## src/rtl/axil_cmd_master_if.sv

```systemverilog
// ---------------------------------------------------------------------------
// axi4_lite_if
//   AXI4-Lite bundle with a 32-bit address and 32-bit data.
//   Modport m : initiator side (drives aw*, w*, ar*, bready, rready).
//   Modport s : target side    (drives awready, wready, b*, arready, r*).
// ---------------------------------------------------------------------------
interface axi4_lite_if;
    logic [31:0] awaddr;
    logic [2:0]  awprot;
    logic        awvalid;
    logic        awready;
    logic [31:0] wdata;
    logic [3:0]  wstrb;
    logic        wvalid;
    logic        wready;
    logic [1:0]  bresp;
    logic        bvalid;
    logic        bready;
    logic [31:0] araddr;
    logic [2:0]  arprot;
    logic        arvalid;
    logic        arready;
    logic [31:0] rdata;
    logic [1:0]  rresp;
    logic        rvalid;
    logic        rready;

    modport m (
        output awaddr, awprot, awvalid, wdata, wstrb, wvalid, bready,
               araddr, arprot, arvalid, rready,
        input  awready, wready, bresp, bvalid, arready, rdata, rresp, rvalid
    );

    modport s (
        input  awaddr, awprot, awvalid, wdata, wstrb, wvalid, bready,
               araddr, arprot, arvalid, rready,
        output awready, wready, bresp, bvalid, arready, rdata, rresp, rvalid
    );
endinterface

```

## src/rtl/axil_cmd_master.sv

```systemverilog
// ---------------------------------------------------------------------------
// axil_cmd_master
//   Generic AXI4-Lite initiator. Turns a single-beat command/response port
//   into one AXI4-Lite read or write at a time. A per-instance base offset
//   is added (mod 2^32) to every command address at accept.
//
// Optional feature (macro AXIL_CMD_TIMEOUT_EN): a watchdog aborts any
//   transaction still running TIMEOUT_CYCLES cycles after accept and
//   returns rsp_resp = 2'b10 with rsp_timeout = 1. Without the macro the
//   block waits indefinitely and rsp_timeout_o is tied to 0.
//
// Ports:
//   aclk_i        clock, everything on the rising edge
//   aresetn_i     synchronous active-low reset
//   axi           AXI4-Lite initiator (axi4_lite_if.m)
//   offset_i      base added to req_addr_i, sampled at accept
//   req_valid_i   command present
//   req_ready_o   block idle; accept = req_valid_i & req_ready_o
//   req_we_i      1 = write, 0 = read
//   req_addr_i    byte address before offset
//   req_wdata_i   write data
//   req_wstrb_i   write byte strobes
//   rsp_valid_o   one-cycle response pulse
//   rsp_rdata_o   read data (0 for writes and timeouts)
//   rsp_resp_o    BRESP/RRESP, or 2'b10 on timeout
//   rsp_timeout_o transaction aborted by the watchdog
// ---------------------------------------------------------------------------
module axil_cmd_master #(
    parameter int unsigned TIMEOUT_CYCLES = 1024
) (
    input  logic        aclk_i,
    input  logic        aresetn_i,
    axi4_lite_if.m      axi,
    input  logic [31:0] offset_i,
    input  logic        req_valid_i,
    output logic        req_ready_o,
    input  logic        req_we_i,
    input  logic [31:0] req_addr_i,
    input  logic [31:0] req_wdata_i,
    input  logic [3:0]  req_wstrb_i,
    output logic        rsp_valid_o,
    output logic [31:0] rsp_rdata_o,
    output logic [1:0]  rsp_resp_o,
    output logic        rsp_timeout_o
);

    if (TIMEOUT_CYCLES < 2) begin : g_bad_timeout
        $error("axil_cmd_master: TIMEOUT_CYCLES must be at least 2");
    end

    typedef enum logic [2:0] {IDLE, WRITE, WR_RESP, READ, RD_DATA, RESP} state_e;

    state_e      state_q, state_d;
    logic [31:0] addr_q, addr_d;
    logic [31:0] wdata_q, wdata_d;
    logic [3:0]  wstrb_q, wstrb_d;
    logic        aw_done_q, aw_done_d;
    logic        w_done_q, w_done_d;
    logic [31:0] rdata_q, rdata_d;
    logic [1:0]  resp_q, resp_d;
    logic        accept;
    logic        aw_fire;
    logic        w_fire;

    // Outside IDLE every handshake signal is a pure function of the state;
    // the done flags let aw and w complete independently in WRITE.
    assign req_ready_o  = (state_q == IDLE) & aresetn_i;
    assign accept       = req_valid_i & req_ready_o;
    assign axi.awaddr   = addr_q;
    assign axi.araddr   = addr_q;
    assign axi.awprot   = 3'b000;
    assign axi.arprot   = 3'b000;
    assign axi.wdata    = wdata_q;
    assign axi.wstrb    = wstrb_q;
    assign axi.awvalid  = (state_q == WRITE) & ~aw_done_q;
    assign axi.wvalid   = (state_q == WRITE) & ~w_done_q;
    assign axi.bready   = (state_q == WR_RESP);
    assign axi.arvalid  = (state_q == READ);
    assign axi.rready   = (state_q == RD_DATA);
    assign rsp_valid_o  = (state_q == RESP);
    assign rsp_rdata_o  = rdata_q;
    assign rsp_resp_o   = resp_q;
    assign aw_fire      = axi.awvalid & axi.awready;
    assign w_fire       = axi.wvalid & axi.wready;

`ifdef AXIL_CMD_TIMEOUT_EN
    localparam int unsigned CNT_W = $clog2(TIMEOUT_CYCLES + 1);
    // Abort is decided in cycle TIMEOUT_CYCLES-1 after accept (count value
    // TIMEOUT_CYCLES-2), so the response lands TIMEOUT_CYCLES cycles after.
    localparam logic [CNT_W-1:0] LIMIT = CNT_W'(TIMEOUT_CYCLES - 2);

    logic [CNT_W-1:0] cnt_q, cnt_d;
    logic             timeout_q, timeout_d;
    logic             busy;
    logic             hs_fire;
    logic             expire;

    assign busy    = state_q inside {WRITE, WR_RESP, READ, RD_DATA};
    // A handshake landing on the expiry cycle wins over the abort.
    assign hs_fire = aw_fire | w_fire | (axi.bvalid & axi.bready)
                   | (axi.arvalid & axi.arready) | (axi.rvalid & axi.rready);
    assign expire  = busy & ~hs_fire & (cnt_q >= LIMIT);
    assign rsp_timeout_o = timeout_q;
`else
    assign rsp_timeout_o = 1'b0;
`endif

    // Next-state logic: captures the command at accept, tracks the two
    // write channels separately, and captures the slave response.
    always_comb begin
        state_d   = state_q;
        addr_d    = addr_q;
        wdata_d   = wdata_q;
        wstrb_d   = wstrb_q;
        aw_done_d = aw_done_q;
        w_done_d  = w_done_q;
        rdata_d   = rdata_q;
        resp_d    = resp_q;
`ifdef AXIL_CMD_TIMEOUT_EN
        timeout_d = timeout_q;
        cnt_d     = (busy && cnt_q != '1) ? cnt_q + CNT_W'(1) : cnt_q;
`endif
        unique case (state_q)
            IDLE: begin
                if (accept) begin
                    addr_d    = req_addr_i + offset_i;
                    wdata_d   = req_wdata_i;
                    wstrb_d   = req_wstrb_i;
                    aw_done_d = 1'b0;
                    w_done_d  = 1'b0;
                    state_d   = req_we_i ? WRITE : READ;
`ifdef AXIL_CMD_TIMEOUT_EN
                    cnt_d     = '0;
`endif
                end
            end
            WRITE: begin
                aw_done_d = aw_done_q | aw_fire;
                w_done_d  = w_done_q | w_fire;
                if ((aw_done_q | aw_fire) & (w_done_q | w_fire)) begin
                    state_d = WR_RESP;
                end
            end
            WR_RESP: begin
                if (axi.bvalid) begin
                    rdata_d = '0;
                    resp_d  = axi.bresp;
                    state_d = RESP;
`ifdef AXIL_CMD_TIMEOUT_EN
                    timeout_d = 1'b0;
`endif
                end
            end
            READ: begin
                if (axi.arready) begin
                    state_d = RD_DATA;
                end
            end
            RD_DATA: begin
                if (axi.rvalid) begin
                    rdata_d = axi.rdata;
                    resp_d  = axi.rresp;
                    state_d = RESP;
`ifdef AXIL_CMD_TIMEOUT_EN
                    timeout_d = 1'b0;
`endif
                end
            end
            RESP: begin
                state_d = IDLE;
            end
            default: begin
                state_d = IDLE;
            end
        endcase
`ifdef AXIL_CMD_TIMEOUT_EN
        if (expire) begin
            state_d   = RESP;
            rdata_d   = '0;
            resp_d    = 2'b10;
            timeout_d = 1'b1;
        end
`endif
    end

    // State and datapath registers with synchronous active-low reset.
    always_ff @(posedge aclk_i) begin
        if (!aresetn_i) begin
            state_q   <= IDLE;
            addr_q    <= '0;
            wdata_q   <= '0;
            wstrb_q   <= '0;
            aw_done_q <= 1'b0;
            w_done_q  <= 1'b0;
            rdata_q   <= '0;
            resp_q    <= '0;
        end else begin
            state_q   <= state_d;
            addr_q    <= addr_d;
            wdata_q   <= wdata_d;
            wstrb_q   <= wstrb_d;
            aw_done_q <= aw_done_d;
            w_done_q  <= w_done_d;
            rdata_q   <= rdata_d;
            resp_q    <= resp_d;
        end
    end

`ifdef AXIL_CMD_TIMEOUT_EN
    // Watchdog counter and the held timeout flag.
    always_ff @(posedge aclk_i) begin
        if (!aresetn_i) begin
            cnt_q     <= '0;
            timeout_q <= 1'b0;
        end else begin
            cnt_q     <= cnt_d;
            timeout_q <= timeout_d;
        end
    end
`endif

endmodule
```

## src/flat_wrapper.sv

```systemverilog
// flat-port wrapper written by rule: the top's interface ports become plain ports
module axil_cmd_master_flat 
#(
    parameter int unsigned TIMEOUT_CYCLES = 1024
)
  (aclk_i, aresetn_i, offset_i, req_valid_i, req_ready_o, req_we_i, req_addr_i, req_wdata_i, req_wstrb_i, rsp_valid_o, rsp_rdata_o, rsp_resp_o, rsp_timeout_o, axi_awaddr, axi_awprot, axi_awvalid, axi_wdata, axi_wstrb, axi_wvalid, axi_bready, axi_araddr, axi_arprot, axi_arvalid, axi_rready, axi_awready, axi_wready, axi_bresp, axi_bvalid, axi_arready, axi_rdata, axi_rresp, axi_rvalid);
  axi4_lite_if axi_i ();
  input  logic aclk_i;
  input  logic aresetn_i;
  input  logic [31:0] offset_i;
  input  logic req_valid_i;
  output logic req_ready_o;
  input  logic req_we_i;
  input  logic [31:0] req_addr_i;
  input  logic [31:0] req_wdata_i;
  input  logic [3:0] req_wstrb_i;
  output logic rsp_valid_o;
  output logic [31:0] rsp_rdata_o;
  output logic [1:0] rsp_resp_o;
  output logic rsp_timeout_o;
  output wire logic [$bits(axi_i.awaddr)-1:0] axi_awaddr;
  output wire logic [$bits(axi_i.awprot)-1:0] axi_awprot;
  output wire logic [$bits(axi_i.awvalid)-1:0] axi_awvalid;
  output wire logic [$bits(axi_i.wdata)-1:0] axi_wdata;
  output wire logic [$bits(axi_i.wstrb)-1:0] axi_wstrb;
  output wire logic [$bits(axi_i.wvalid)-1:0] axi_wvalid;
  output wire logic [$bits(axi_i.bready)-1:0] axi_bready;
  output wire logic [$bits(axi_i.araddr)-1:0] axi_araddr;
  output wire logic [$bits(axi_i.arprot)-1:0] axi_arprot;
  output wire logic [$bits(axi_i.arvalid)-1:0] axi_arvalid;
  output wire logic [$bits(axi_i.rready)-1:0] axi_rready;
  input wire logic [$bits(axi_i.awready)-1:0] axi_awready;
  input wire logic [$bits(axi_i.wready)-1:0] axi_wready;
  input wire logic [$bits(axi_i.bresp)-1:0] axi_bresp;
  input wire logic [$bits(axi_i.bvalid)-1:0] axi_bvalid;
  input wire logic [$bits(axi_i.arready)-1:0] axi_arready;
  input wire logic [$bits(axi_i.rdata)-1:0] axi_rdata;
  input wire logic [$bits(axi_i.rresp)-1:0] axi_rresp;
  input wire logic [$bits(axi_i.rvalid)-1:0] axi_rvalid;
  assign axi_awaddr = axi_i.awaddr;
  assign axi_awprot = axi_i.awprot;
  assign axi_awvalid = axi_i.awvalid;
  assign axi_wdata = axi_i.wdata;
  assign axi_wstrb = axi_i.wstrb;
  assign axi_wvalid = axi_i.wvalid;
  assign axi_bready = axi_i.bready;
  assign axi_araddr = axi_i.araddr;
  assign axi_arprot = axi_i.arprot;
  assign axi_arvalid = axi_i.arvalid;
  assign axi_rready = axi_i.rready;
  assign axi_i.awready = axi_awready;
  assign axi_i.wready = axi_wready;
  assign axi_i.bresp = axi_bresp;
  assign axi_i.bvalid = axi_bvalid;
  assign axi_i.arready = axi_arready;
  assign axi_i.rdata = axi_rdata;
  assign axi_i.rresp = axi_rresp;
  assign axi_i.rvalid = axi_rvalid;
  axil_cmd_master #(.TIMEOUT_CYCLES(TIMEOUT_CYCLES)) u_core (.aclk_i(aclk_i), .aresetn_i(aresetn_i), .axi(axi_i), .offset_i(offset_i), .req_valid_i(req_valid_i), .req_ready_o(req_ready_o), .req_we_i(req_we_i), .req_addr_i(req_addr_i), .req_wdata_i(req_wdata_i), .req_wstrb_i(req_wstrb_i), .rsp_valid_o(rsp_valid_o), .rsp_rdata_o(rsp_rdata_o), .rsp_resp_o(rsp_resp_o), .rsp_timeout_o(rsp_timeout_o));
endmodule
```

## config.mk

```make
export PLATFORM = sky130hd
export DESIGN_NAME = axil_cmd_master_flat
export DESIGN_NICKNAME = d
export VERILOG_FILES = /design/src/rtl/axil_cmd_master_if.sv /design/src/rtl/axil_cmd_master.sv /design/src/flat_wrapper.sv
export SDC_FILE = /design/constraint.sdc
export NUM_CORES = 1
export LEC_CHECK = 0
export ABC_CLOCK_PERIOD_IN_PS = 3700
export BUFFER_PORTS_ARGS = -buffer_cell sky130_fd_sc_hd__buf_2
export CORE_MARGIN = 4
export CORE_UTILIZATION = 40
export CTS_CLUSTER_SIZE = 8
export DETAILED_ROUTE_END_ITERATION = 10
export PLACE_DENSITY_LB_ADDON = 0.1
export SYNTH_ARGS = -nofsm -noshare
export SYNTH_HDL_FRONTEND = slang
export SYNTH_SLANG_ARGS = --single-unit
```

## constraint.sdc

```tcl
create_clock -name aclk_i -period 3.7 [get_ports aclk_i]
set_clock_uncertainty 0.2 [all_clocks]
set_input_delay 1.11 -clock aclk_i [delete_from_list [all_inputs] [get_ports aclk_i]]
set_output_delay 1.11 -clock aclk_i [all_outputs]
set_load 0.03 [all_outputs]
```

# ---- Word level (Yosys, flattened, before mapping)
# Index checks and enable logic that the tools add are counted.
dict set report word_totals {
  rom_bits 0
  latch_bits 0
  ff_bits 107
  ram_bits 0
  memories 0
  in_bits 145
  wordCells 53
}
dict set report op_classes {
  n_mul 0
  order_cmp 0
  eq_ne 10
  bitwise_logic 11
  reduce_logical 7
  div_mod_pow 0
  addsub 1
  muxes 16
  shift 0
}
# cell count
set ops {}
lappend ops {{$mux 32} 2}
lappend ops {{$pmux 32 s2} 1}
lappend ops {{$add 32x32->32} 1}
lappend ops {{$mux 3} 5}
lappend ops {{$pmux 3 s5} 1}
lappend ops {{$ne 2x1->1 const B} 4}
lappend ops {{$and 1x1->1} 7}
lappend ops {{$eq 3x2->1 const B} 2}
lappend ops {{$eq 3x3->1 const B} 2}
lappend ops {{$mux 2} 3}
lappend ops {{$reduce_and 5->1} 1}
lappend ops {{$pmux 1 s2} 2}
lappend ops {{$pmux 2 s2} 1}
lappend ops {{$reduce_and 2->1} 2}
lappend ops {{$reduce_bool 2->1} 2}
lappend ops {{$eq 3x1->1 const B} 1}
lappend ops {{$logic_not 3->1} 1}
lappend ops {{$reduce_and 3->1} 1}
lappend ops {{$ne 2x2->1 const B} 1}
lappend ops {{$not 1->1} 2}
lappend ops {{$or 1x1->1} 2}
lappend ops {{$mux 1} 1}

# ---- Logic depth before layout (Yosys ltp)
# Gate-level depths: netlist of the first run.
dict set report depth {
  ltp_word 7
  depth_mapped 10
}

# ---- Worst setup path after synthesis of the first run
# No wires, ideal clock.
dict set report synth_timing {
  path_kind {input port to flip-flop}
  startpoint {input port offset_i[0]}
  endpoint {register u_core.addr_q[22] (netlist: u_core.axi.araddr[22])}
  t_required_ps 3374
  arrival_time_ps 3206
  setup_time_ps 126
  slack_ps 168
  path_buffers 0
  stages 10
  cell_sequence {ha_1 -> fa_1 -> a21o_1 -> a221oi_4 -> a22oi_2 -> a31o_1 -> a21bo_1 -> a31oi_1 -> xor2_1 -> o21ai_1}
}
dict set report synth_between {
  elab_chain_cells 1
}
# element line_no
set synth_lines {}
lappend synth_lines {{start, declared} flat_wrapper.sv:10} ;# input logic [31:0] offset_i;
lappend synth_lines {{$add 32x32->32} axil_cmd_master.sv:126} ;# addr_d = req_addr_i + offset_i;
lappend synth_lines {{end signal, assigned} axil_cmd_master.sv:199} ;# addr_q <= addr_d;
lappend synth_lines {{end, declared} axil_cmd_master.sv:54} ;# logic [31:0] addr_q, addr_d;
# Every way passes these cells.
# A chain may end at the register's enable or synchronous reset.

# ---- Worst setup path after layout of the first run
dict set report layout_timing {
  startpoint {input port offset_i[0]}
  endpoint {register u_core.addr_q[30] (netlist: u_core.axi.araddr[30])}
}
# Same word-level chain as after synthesis.

==> Implementation_results.wiki, run 1 <==
{| class="wikitable"
! Metric !! Value
|-
| Pre-CTS WS || -0.106 ns
|-
| Die area || 16300 sq um
|-
| Cell seen most often among critical-path stages || sky130_fd_sc_hd__o211ai_1
|-
| TritonCTS clock tree || built
|-
| WHS Path Cells || 2
|-
| Crit-path cells || buf_2 > ha_1 > fa_1 > a21o_1 > a221oi_4 > o211ai_1 > and3_1 > o41ai_1 > buf_4 > o211ai_1 > xnor2_1 > o21ai_0
|-
| Setup bufs post-CTS || 0
|-
| Finish-stage setup viols || 0
|-
| Flop and latch count out of synthesis || 107
|-
| Share of post-route cells with drive strength above 1 || 0.357
|-
| Number of instances in the synthesized netlist || 689
|-
| Most instantiated flip-flop cell in the synthesis netlist || sky130_fd_sc_hd__dfxtp_1
|-
| Clk pin slew, worst setup/hold paths || 0.07 ns
|-
| CTS hold repair buffers || 0
|-
| YS warnings || 0
|-
| Maximum buffer depth of the clock tree || 2
|-
| Async set-reset flop share out of synthesis || 0
|-
| Critical path endpoint category || register
|-
| Relative max-transition margin || 0.312
|-
| Worst reg2reg setup slack || 1.21 ns
|-
| Largest driver fanout on the critical path || 4
|-
| Number of failing hold endpoints at the final stage || 0
|-
| Number of antenna diodes || 0
|-
| Sinks on the clock net || 107
|-
| Largest vdd supply drop || 258 uV
|-
| Number of vias in the routed layout || 5713
|-
| Least setup slack across all paths after layout || 0.287 ns
|-
| Wire length after detailed routing || 17300 microns
|-
| Share of the yosys chip area belonging to registers || 0.373
|-
| Net count of the finished layout || 1107
|-
| Slew at the pin closest to its max-slew limit || 1.03 ns
|-
| Hold Path End || u_core.axi.wstrb[1]
|-
| Worst reg2reg path startpoint || u_core.state_q[0]
|-
| Count of pins on the block boundary || 293
|-
| Core Area || 14000 sq um
|-
| First-pass GRT wire length || 26100 microns
|-
| DRC violation total after the first TritonRoute iteration || 262
|-
| Clock insertion delay at the later pin of the skew report || 0.34 ns
|-
| Synth top area cells || sky130_fd_sc_hd__dfxtp_1, sky130_fd_sc_hd__nand3_1, sky130_fd_sc_hd__ha_1
|-
| Launch point of the worst hold path || u_core.axi.wstrb[1]
|-
| Number of pins with negative max-slew slack in the final report || 0
|-
| Proportion of netlist area held by the largest area contributor || 0.373
|-
| Number of enable-type register cells in the synthesized netlist || 0
|-
| Pin count of the biggest net entering global routing || 107
|-
| Number of antenna violations at the first check in global routing || 0
|-
| Pre-Repair DR Iteration Count || 4
|-
| Total congestion overflow || 0
|-
| Worst min path class || reg -> reg
|-
| FF-to-FF path depth || 8
|-
| Combined area of all synthesized cells || 5740 sq um
|-
| Gp weighted congestion || 0.825
|-
| Routed length per placed instance || 15.5 microns
|-
| Commonest cells in the synthesized netlist || sky130_fd_sc_hd__dfxtp_1, sky130_fd_sc_hd__nand2_1, sky130_fd_sc_hd__nand3_1
|-
| RSZ-0062 raised after global routing || no
|-
| Dominant cell type by area after synthesis || sky130_fd_sc_hd__dfxtp_1
|-
| Power Total || 4.29 mW
|-
| Effective utilization at floorplan || 0.410
|-
| Library cell with the highest instance count after synthesis || sky130_fd_sc_hd__dfxtp_1
|-
| Max-cap violation count || 0
|-
| Total CTS buffers || 9
|-
| Via density || 5.13
|-
| Number of unique standard cell types used by synthesis || 60
|-
| Max H-tree Level || 3
|-
| Layout overhead on the synthesized area || 28.6%
|-
| Die boundary width || 128 microns
|-
| Critical path data arrival time || 3.43 ns
|-
| Floorplan die height || 128 microns
|-
| Number of global-route vias before repair || 5207
|-
| Std cell rows || 43
|-
| Critical path class || in -> reg
|-
| Fin crit share || 0.922
|-
| Maximum clock frequency || 293 MHz
|-
| Hpwl dp || 13400 microns
|-
| Count of instances resized after the clock tree is built || 0
|-
| Antenna violation net count after detailed routing || 0
|-
| Clock Root Buffer || sky130_fd_sc_hd__clkbuf_16
|-
| Static power due to leakage || 3.76 nW
|-
| Required time of the worst setup path || 3.72 ns
|-
| Finished Core Util || 0.528
|-
| Outcome || finished clean
|-
| Highest-delay cell along the critical path || sky130_fd_sc_hd__fa_1
|-
| Endpoint of the worst register-to-register path || u_core.rsp_rdata_o[7]
|-
| Post-route DRC || 0
|-
| Critical path launch point type || input pin
|-
| Post-Synthesis Mean Instance Area || 8.33 sq um
|-
| Critical path's largest stage delay || 0.38 ns
|-
| Minimum clock period || 3.41 ns
|-
| Total power per unit cell area || 581 nW/um^2
|-
| Count of port buffers added during placement || 285
|-
| Global-route usage over all layers || 0.195
|}
[area by class of cell]
| type | count | area, sq um |
|---|---|---|
| fillers | 1388 | 6610 |
| multi-input cells | 502 | 3160 |
| flip-flops and latches | 107 | 2140 |
| repair buffers | 303 | 1560 |
| clock buffers | 10 | 229 |
| well taps | 180 | 225 |
| clock inverters | 5 | 38.8 |
| inverters | 7 | 26.3 |
[registers in the layout (all words and copies together), names as in the netlist]
name and count:
u_core.rsp_rdata_o 32, u_core.axi.wstrb 4, u_core.rsp_resp_o 2, u_core.axi.araddr 32, u_core.w_done_q 1, u_core.axi.wdata 32, u_core.aw_done_q 1, u_core.state_q 3
[cells by family (layout without fill, tap and decap cells)]
kind of cell / Yosys count / after routing / share of synthesized area
AO/OA/AOI/OAI: 165 / 165 / 0.200
XOR/XNOR: 23 / 23 / 0.0351
adder cells (fa/ha/maj): 32 / 32 / 0.0711
buffers and inverters: 86 / 325 / 0.0828
flip-flops: 107 / 107 / 0.373
multiplexers: 4 / 4 / 0.00698
other: 1 / 7 / 0.000653
AND/OR/NAND/NOR: 271 / 271 / 0.230
[how the worst max path moves through the flow]
stage	startpoint	to	depth (start not counted)
floorplan	offset_i[0]	u_core.axi.araddr[22]	10
global placement	offset_i[0]	u_core.axi.araddr[30]	12
detailed placement	offset_i[0]	u_core.axi.araddr[30]	12
CTS	offset_i[0]	u_core.axi.araddr[30]	12
global route	offset_i[0]	u_core.axi.araddr[30]	12
finish	offset_i[0]	u_core.axi.araddr[30]	12
[through the flow]
stage | std cells | hold slack, ns | instance area (sq um) | setup TNS (ns)
6_report | 1114 | 0.250 | 7380 | 0
5_1_grt | 1114 | 0.272 | 7380 | 0
4_1_cts | 1114 | 0.254 | 7380 | 0
3_5_place_dp | 1099 | 0.242 | 7110 | -0.343
3_3_place_gp | 1099 | 0.238 | 7110 | -0.0763
2_1_floorplan | 695 | 0.260 | 5760 | 0
[placed cells by master (no fill, tap or decap), types with 9 or more instances in the layout]
cell type                   synthesis  routed
sky130_fd_sc_hd__a21o_1            18      18
sky130_fd_sc_hd__a21oi_1           32      31
sky130_fd_sc_hd__a22oi_1           32      32
sky130_fd_sc_hd__buf_2              5     284
sky130_fd_sc_hd__buf_4             39      19
sky130_fd_sc_hd__clkbuf_16          0       9
sky130_fd_sc_hd__dfxtp_1          107     107
sky130_fd_sc_hd__ha_1              31      31
sky130_fd_sc_hd__nand2_1           99      98
sky130_fd_sc_hd__nand3_1           79      79
sky130_fd_sc_hd__nor2_1            19      19
sky130_fd_sc_hd__nor2b_1           36      36
sky130_fd_sc_hd__o21ai_0           30      30
sky130_fd_sc_hd__xnor2_1           14      14
sky130_fd_sc_hd__xor2_1             9       9
[per-layer routing]
layer  share of wire  GRT usage
met1            0.42      0.247
met2            0.50      0.344
met3           0.066     0.0258
met4           0.013     0.0599
met5               0          0
[where the power goes]
group | internal [mW] | switching [mW]
combinational | 0.579 | 1.28
clock | 0.457 | 0.432
sequential | 1.37 | 0.166
total | 2.41 | 1.88
[worst max-delay path, delay by kind of cell]
kind | cells | cell delay [ns]
simple gates | 1 | 0.17
compound gates | 6 | 1.15
buf+inv | 2 | 0.27
xor+xnor | 1 | 0.14
fa+ha+maj | 2 | 0.59
Power figures use the tool's default switching activity.
==> run 2, diff against run 1 <==
--- a/config.mk
+++ b/config.mk
@@ -12,6 +12,7 @@
 export CTS_CLUSTER_SIZE = 8
 export DETAILED_ROUTE_END_ITERATION = 10
 export PLACE_DENSITY_LB_ADDON = 0.1
+export RECOVER_POWER = 25
 export SYNTH_ARGS = -nofsm -noshare
 export SYNTH_HDL_FRONTEND = slang
 export SYNTH_SLANG_ARGS = --single-unit
==> run 2 against run 1 <==
  * First-iteration DRC count shrank 3.8%
  * Sequential share of layout area grew 0.31 points
  * Via count is 0.37% higher
  * Routed wire length up 0.19%
  * Worst hold slack better by 0.0030 ns
  * Die area unchanged
  * Sequential cell count did not move
  * Register-to-register slack about the same
  * Clock power increased by 0.4%
  * Critical path type unchanged
  * Critical endpoint unchanged
==> Implementation_results.wiki, run 2 (synthesis results as in run 1) <==
{| class="wikitable"
! Metric !! Value
|-
| Effective utilization at floorplan || 0.410
|-
| Layout overhead on the synthesized area || 27.3%
|-
| Final Hold Slack || 0.253 ns
|-
| Number of antenna violations at the first check in global routing || 0
|-
| Static power due to leakage || 3.50 nW
|-
| Std cell rows || 43
|-
| Max-cap violation count || 0
|-
| Relative max-transition margin || 0.330
|-
| Pre-CTS WS || -0.106 ns
|-
| Fillers || 1431
|-
| Via density || 5.15
|-
| Maximum clock frequency || 293 MHz
|-
| Pre-Repair DR Iteration Count || 4
|-
| Die area || 16300 sq um
|-
| Count of instances resized after the clock tree is built || 0
|-
| RSZ-0062 raised after global routing || no
|-
| Total congestion overflow || 0
|-
| Fin crit share || 0.922
|-
| Non-Filler Instances || 1114
|-
| DRC violation total after the first TritonRoute iteration || 252
|-
| Count of port buffers added during placement || 285
|-
| Worst min path class || reg -> reg
|-
| Clock insertion delay at the later pin of the skew report || 0.34 ns
|-
| Wire length after detailed routing || 17300 microns
|-
| Gp weighted congestion || 0.825
|-
| Post-route DRC || 0
|-
| Largest driver fanout on the critical path || 4
|-
| Clk pin slew, worst setup/hold paths || 0.07 ns
|-
| TritonCTS clock tree || built
|-
| Outcome || finished clean
|-
| CTS hold repair buffers || 0
|-
| Clock Root Buffer || sky130_fd_sc_hd__clkbuf_16
|-
| Total power per unit cell area || 585 nW/um^2
|-
| Setup bufs post-CTS || 0
|-
| Minimum clock period || 3.41 ns
|-
| First-pass GRT wire length || 26100 microns
|-
| Routed length per placed instance || 15.5 microns
|-
| Most frequent cells in the layout || sky130_fd_sc_hd__buf_2, sky130_fd_sc_hd__dfxtp_1, sky130_fd_sc_hd__nand2_1, sky130_fd_sc_hd__nand3_1, sky130_fd_sc_hd__clkbuf_1
|-
| Number of global-route vias before repair || 5207
|-
| Count of pins on the block boundary || 293
|-
| Total CTS buffers || 9
|-
| Power Total || 4.27 mW
|-
| Pin count of the biggest net entering global routing || 107
|-
| Max H-tree Level || 3
|-
| Die boundary width || 128 microns
|-
| Antenna violation net count after detailed routing || 0
|-
| Most frequent standard cell in the layout excluding fill and tap cells || sky130_fd_sc_hd__buf_2
|-
| Number of pins with negative max-slew slack in the final report || 0
|-
| Hpwl dp || 13400 microns
|-
| Maximum buffer depth of the clock tree || 2
|-
| Design Area, Final || 7300 sq um
|-
| Number of failing hold endpoints at the final stage || 0
|-
| Share of post-route cells with drive strength above 1 || 0.290
|-
| Slew at the pin closest to its max-slew limit || 1.01 ns
|-
| Global-route usage over all layers || 0.195
|-
| Core Area || 14000 sq um
|-
| Count of placed standard cells including taps || 1099
|-
| Required time of the worst setup path || 3.72 ns
|-
| Critical path endpoint category || register
|-
| Net count of the finished layout || 1107
|-
| Number of vias in the routed layout || 5734
|-
| Critical path launch point type || input pin
|-
| Floorplan die height || 128 microns
|-
| Instance area after placement || 7110 sq um
|-
| Sinks on the clock net || 107
|-
| Least setup slack across all paths after layout || 0.287 ns
|-
| Critical path data arrival time || 3.43 ns
|-
| Largest vdd supply drop || 258 uV
|-
| Number of antenna diodes || 0
|-
| Finish-stage setup viols || 0
|-
| Critical path class || in -> reg
|}
## run 2: where the power goes
part           total (mW)  internal [mW]  switching [mW]
logic                1.84          0.553            1.29
clock network       0.893          0.457           0.436
registers            1.54           1.37           0.168
## run 2: critical path: stages
cell and delay, ns:
sky130_fd_sc_hd__buf_2 0.10, sky130_fd_sc_hd__ha_1 0.21, sky130_fd_sc_hd__fa_1 0.38, sky130_fd_sc_hd__a21o_1 0.23
sky130_fd_sc_hd__a221oi_4 0.35, sky130_fd_sc_hd__o211ai_1 0.12, sky130_fd_sc_hd__and3_1 0.17, sky130_fd_sc_hd__o41ai_1 0.28
sky130_fd_sc_hd__buf_4 0.17, sky130_fd_sc_hd__o211ai_1 0.09, sky130_fd_sc_hd__xnor2_1 0.14, sky130_fd_sc_hd__o21ai_0 0.08
## run 2: path summary, 6_finish.rpt
kind | from | end | slack [ns] | cells after the start
hold reg to reg | u_core.axi.wstrb[1] | u_core.axi.wstrb[1] | 0.25 | 2
hold / removal | u_core.axi.wstrb[1] | u_core.axi.wstrb[1] | 0.25 | 2
setup / recovery | offset_i[0] | u_core.axi.araddr[30] | 0.29 | 12
setup reg to reg | u_core.state_q[0] | u_core.rsp_rdata_o[7] | 1.20 | 8
## run 2: through the flow
step	util	setup TNS (ns)
final	0.522	0
after global routing	0.522	0
after CTS	0.528	0
after detailed placement	0.509	-0.343
after global placement	0.509	-0.0763
after floorplan	-	0
## run 2: metal layers
metal,track usage,vias to the layer above,share of wire
met5,0,-,0
met4,0.0599,0,0.013
met3,0.0258,14,0.061
met2,0.344,202,0.50
met1,0.247,2648,0.43
li1,-,2870,-
## run 2: cell type report
class	instances	area (sq um)	share of cell area
inverter	7	26.3	0.00360
multi-input combinational	502	3160	0.432
tap	180	225	0.0308
sequential	107	2140	0.293
clock buffer	10	229	0.0313
timing repair buffer	303	1490	0.203
clock inverter	5	38.8	0.00531
==> run 3, diff against run 2 <==
--- a/config.mk
+++ b/config.mk
@@ -9,10 +9,11 @@
 export BUFFER_PORTS_ARGS = -buffer_cell sky130_fd_sc_hd__buf_2
 export CORE_MARGIN = 4
 export CORE_UTILIZATION = 40
+export CTS_BUF_LIST = sky130_fd_sc_hd__clkbuf_4 sky130_fd_sc_hd__clkbuf_8
 export CTS_CLUSTER_SIZE = 8
 export DETAILED_ROUTE_END_ITERATION = 10
 export PLACE_DENSITY_LB_ADDON = 0.1
-export RECOVER_POWER = 25
+export RECOVER_POWER = 100
 export SYNTH_ARGS = -nofsm -noshare
 export SYNTH_HDL_FRONTEND = slang
 export SYNTH_SLANG_ARGS = --single-unit
==> run 3 against run 2 <==
  * The flow now finishes with violations (max-capacitance violations, max-slew violations)
  * Design area is 3.1% lower
  * Utilization decreased by 1.6 points
  * Highest routed layer unchanged
  * Critical path depth shrank 2
  * Largest cell class unchanged
  * Routed wire length increased by 0.58%
  * Total power fell by 6.9%
  * Die area unchanged
  * First-iteration DRC count increased by 1.6%
  * Via count decreased by 0.23%
==> Implementation_results.wiki, run 3 (synthesis results as in run 1) <==
{| class="wikitable"
! Metric !! Value
|-
| Maximum buffer depth of the clock tree || 2
|-
| Core Area || 14000 sq um
|-
| Finished Core Util || 0.506
|-
| Critical path endpoint category || register
|-
| Hold Path End || u_core.axi.wstrb[2]
|-
| Slew at the pin closest to its max-slew limit || 2.05 ns
|-
| FF-to-FF path depth || 8
|-
| Number of antenna violations at the first check in global routing || 0
|-
| Floorplan die height || 128 microns
|-
| Largest vdd supply drop || 240 uV
|-
| Max-cap violation count || 1
|-
| WHS Path Cells || 2
|-
| Global-route usage over all layers || 0.195
|-
| RSZ-0062 raised after global routing || no
|-
| Design Area, Final || 7080 sq um
|-
| Pin count of the biggest net entering global routing || 107
|-
| Fin crit share || 0.935
|-
| Highest-delay cell along the critical path || sky130_fd_sc_hd__a2111oi_1
|-
| Number of global-route vias before repair || 5196
|-
| DRC violation total after the first TritonRoute iteration || 256
|-
| Setup bufs post-CTS || 0
|-
| Max H-tree Level || 3
|-
| Minimum clock period || 3.46 ns
|-
| Power Total || 3.97 mW
|-
| Count of pins on the block boundary || 293
|-
| Most frequent standard cell in the layout excluding fill and tap cells || sky130_fd_sc_hd__buf_2
|-
| Least setup slack across all paths after layout || 0.239 ns
|-
| Critical path class || in -> reg
|-
| Relative max-transition margin || -0.365
|-
| Pre-Repair DR Iteration Count || 5
|-
| Required time of the worst setup path || 3.76 ns
|-
| Number of vias in the routed layout || 5721
|-
| Worst reg2reg setup slack || 1.15 ns
|-
| Outcome || finished, violations left
|-
| Static power due to leakage || 3.14 nW
|-
| Sinks on the clock net || 107
|-
| Crit-path cells || buf_2 > ha_1 > nand3_1 > o211ai_2 > nand3_1 > a2111oi_1 > o211ai_1 > a21oi_1 > or3_1 > nand3_1
|-
| Worst reg2reg path startpoint || u_core.state_q[2]
|-
| TritonCTS clock tree || built
|-
| Critical path launch point type || input pin
|-
| Effective utilization at floorplan || 0.410
|-
| Die boundary width || 128 microns
|-
| Total area of multi-input combinational cells || 3130 sq um
|-
| Total CTS buffers || 9
|-
| Maximum clock frequency || 289 MHz
|-
| Count of instances resized after the clock tree is built || 0
|-
| Clock Root Buffer || sky130_fd_sc_hd__clkbuf_8
|-
| Fillers || 1490
|-
| Area occupied by registers || 2140 sq um
|-
| Die area || 16300 sq um
|-
| Net count of the finished layout || 1107
|-
| Largest driver fanout on the critical path || 6
|-
| Total power per unit cell area || 562 nW/um^2
|-
| Layout overhead on the synthesized area || 23.3%
|-
| Hpwl dp || 13400 microns
|-
| Post-route DRC || 0
|-
| Most frequent cells in the layout || sky130_fd_sc_hd__buf_2, sky130_fd_sc_hd__clkbuf_1, sky130_fd_sc_hd__dfxtp_1, sky130_fd_sc_hd__nand2_1, sky130_fd_sc_hd__nand3_1
|-
| Clk pin slew, worst setup/hold paths || 0.11 ns
|-
| Instance area after placement || 7110 sq um
|-
| Number of failing hold endpoints at the final stage || 0
|-
| Std cell rows || 43
|-
| Gp weighted congestion || 0.825
|-
| Endpoint of the worst register-to-register path || u_core.rsp_rdata_o[7]
|-
| Critical path's largest stage delay || 0.67 ns
|-
| Worst min path class || reg -> reg
|-
| Critical path data arrival time || 3.52 ns
|-
| Clock insertion delay at the later pin of the skew report || 0.37 ns
|-
| First-pass GRT wire length || 26100 microns
|-
| Final Hold Slack || 0.260 ns
|-
| Finish-stage setup viols || 0
|-
| Number of antenna diodes || 0
|-
| Wire length after detailed routing || 17400 microns
|-
| Total congestion overflow || 0
|-
| Via density || 5.14
|-
| Cell seen most often among critical-path stages || sky130_fd_sc_hd__nand3_1
|-
| Number of pins with negative max-slew slack in the final report || 107
|-
| Share of post-route cells with drive strength above 1 || 0.201
|-
| Routed length per placed instance || 15.6 microns
|-
| Pre-CTS WS || -0.106 ns
|-
| CTS hold repair buffers || 0
|-
| Count of port buffers added during placement || 285
|-
| Launch point of the worst hold path || u_core.axi.wstrb[2]
|-
| Antenna violation net count after detailed routing || 0
|-
| Failing checks || max-capacitance violations, max-slew violations
|}
run 3: worst max-delay path, delay by kind of cell:
| family | cells | cell delay [ns] |
|---|---|---|
| compound gates | 4 | 1.42 |
| fa+ha+maj | 1 | 0.38 |
| buf+inv | 1 | 0.10 |
| simple gates | 4 | 0.51 |
run 3: final cells by class:
cell class | instances | share of cell area
Clock buffer | 10 | 0.0186
Clock inverter | 5 | 0.00548
Inverter | 7 | 0.00371
Multi-Input combinational cell | 502 | 0.442
Sequential cell | 107 | 0.303
Tap cell | 180 | 0.0318
Timing Repair Buffer | 303 | 0.195
run 3: worst max path at each step:
stage	from	endpoint	depth (start not counted)	slack (ns)
after floorplan	offset_i[0]	u_core.axi.araddr[22]	10	0.17
after global placement	offset_i[0]	u_core.axi.araddr[30]	12	-0.04
after detailed placement	offset_i[0]	u_core.axi.araddr[30]	12	-0.11
after CTS	offset_i[0]	u_core.axi.araddr[30]	12	0.29
after global routing	offset_i[0]	u_core.axi.araddr[18]	11	0.08
final	offset_i[4]	u_core.axi.araddr[25]	10	0.24
run 3: routing by layer:
layer  wire [microns]  GRT usage  vias up
li1                 -          -     2862
met4              187     0.0556        0
met2             8630      0.346      199
met1             7560      0.247     2648
met3             1020     0.0246       12
met5                0          0        -
run 3: where the power goes:
part | internal [mW] | switching, mW
logic | 0.490 | 1.29
registers | 1.37 | 0.173
clock network | 0.253 | 0.406
total | 2.11 | 1.86
run 3: through the flow:
stage | instances | setup TNS, ns
detailed placement | 1099 | -0.343
finish | 1114 | 0
global placement | 1099 | -0.0763
global route | 1114 | 0
floorplan | 695 | 0
CTS | 1114 | 0
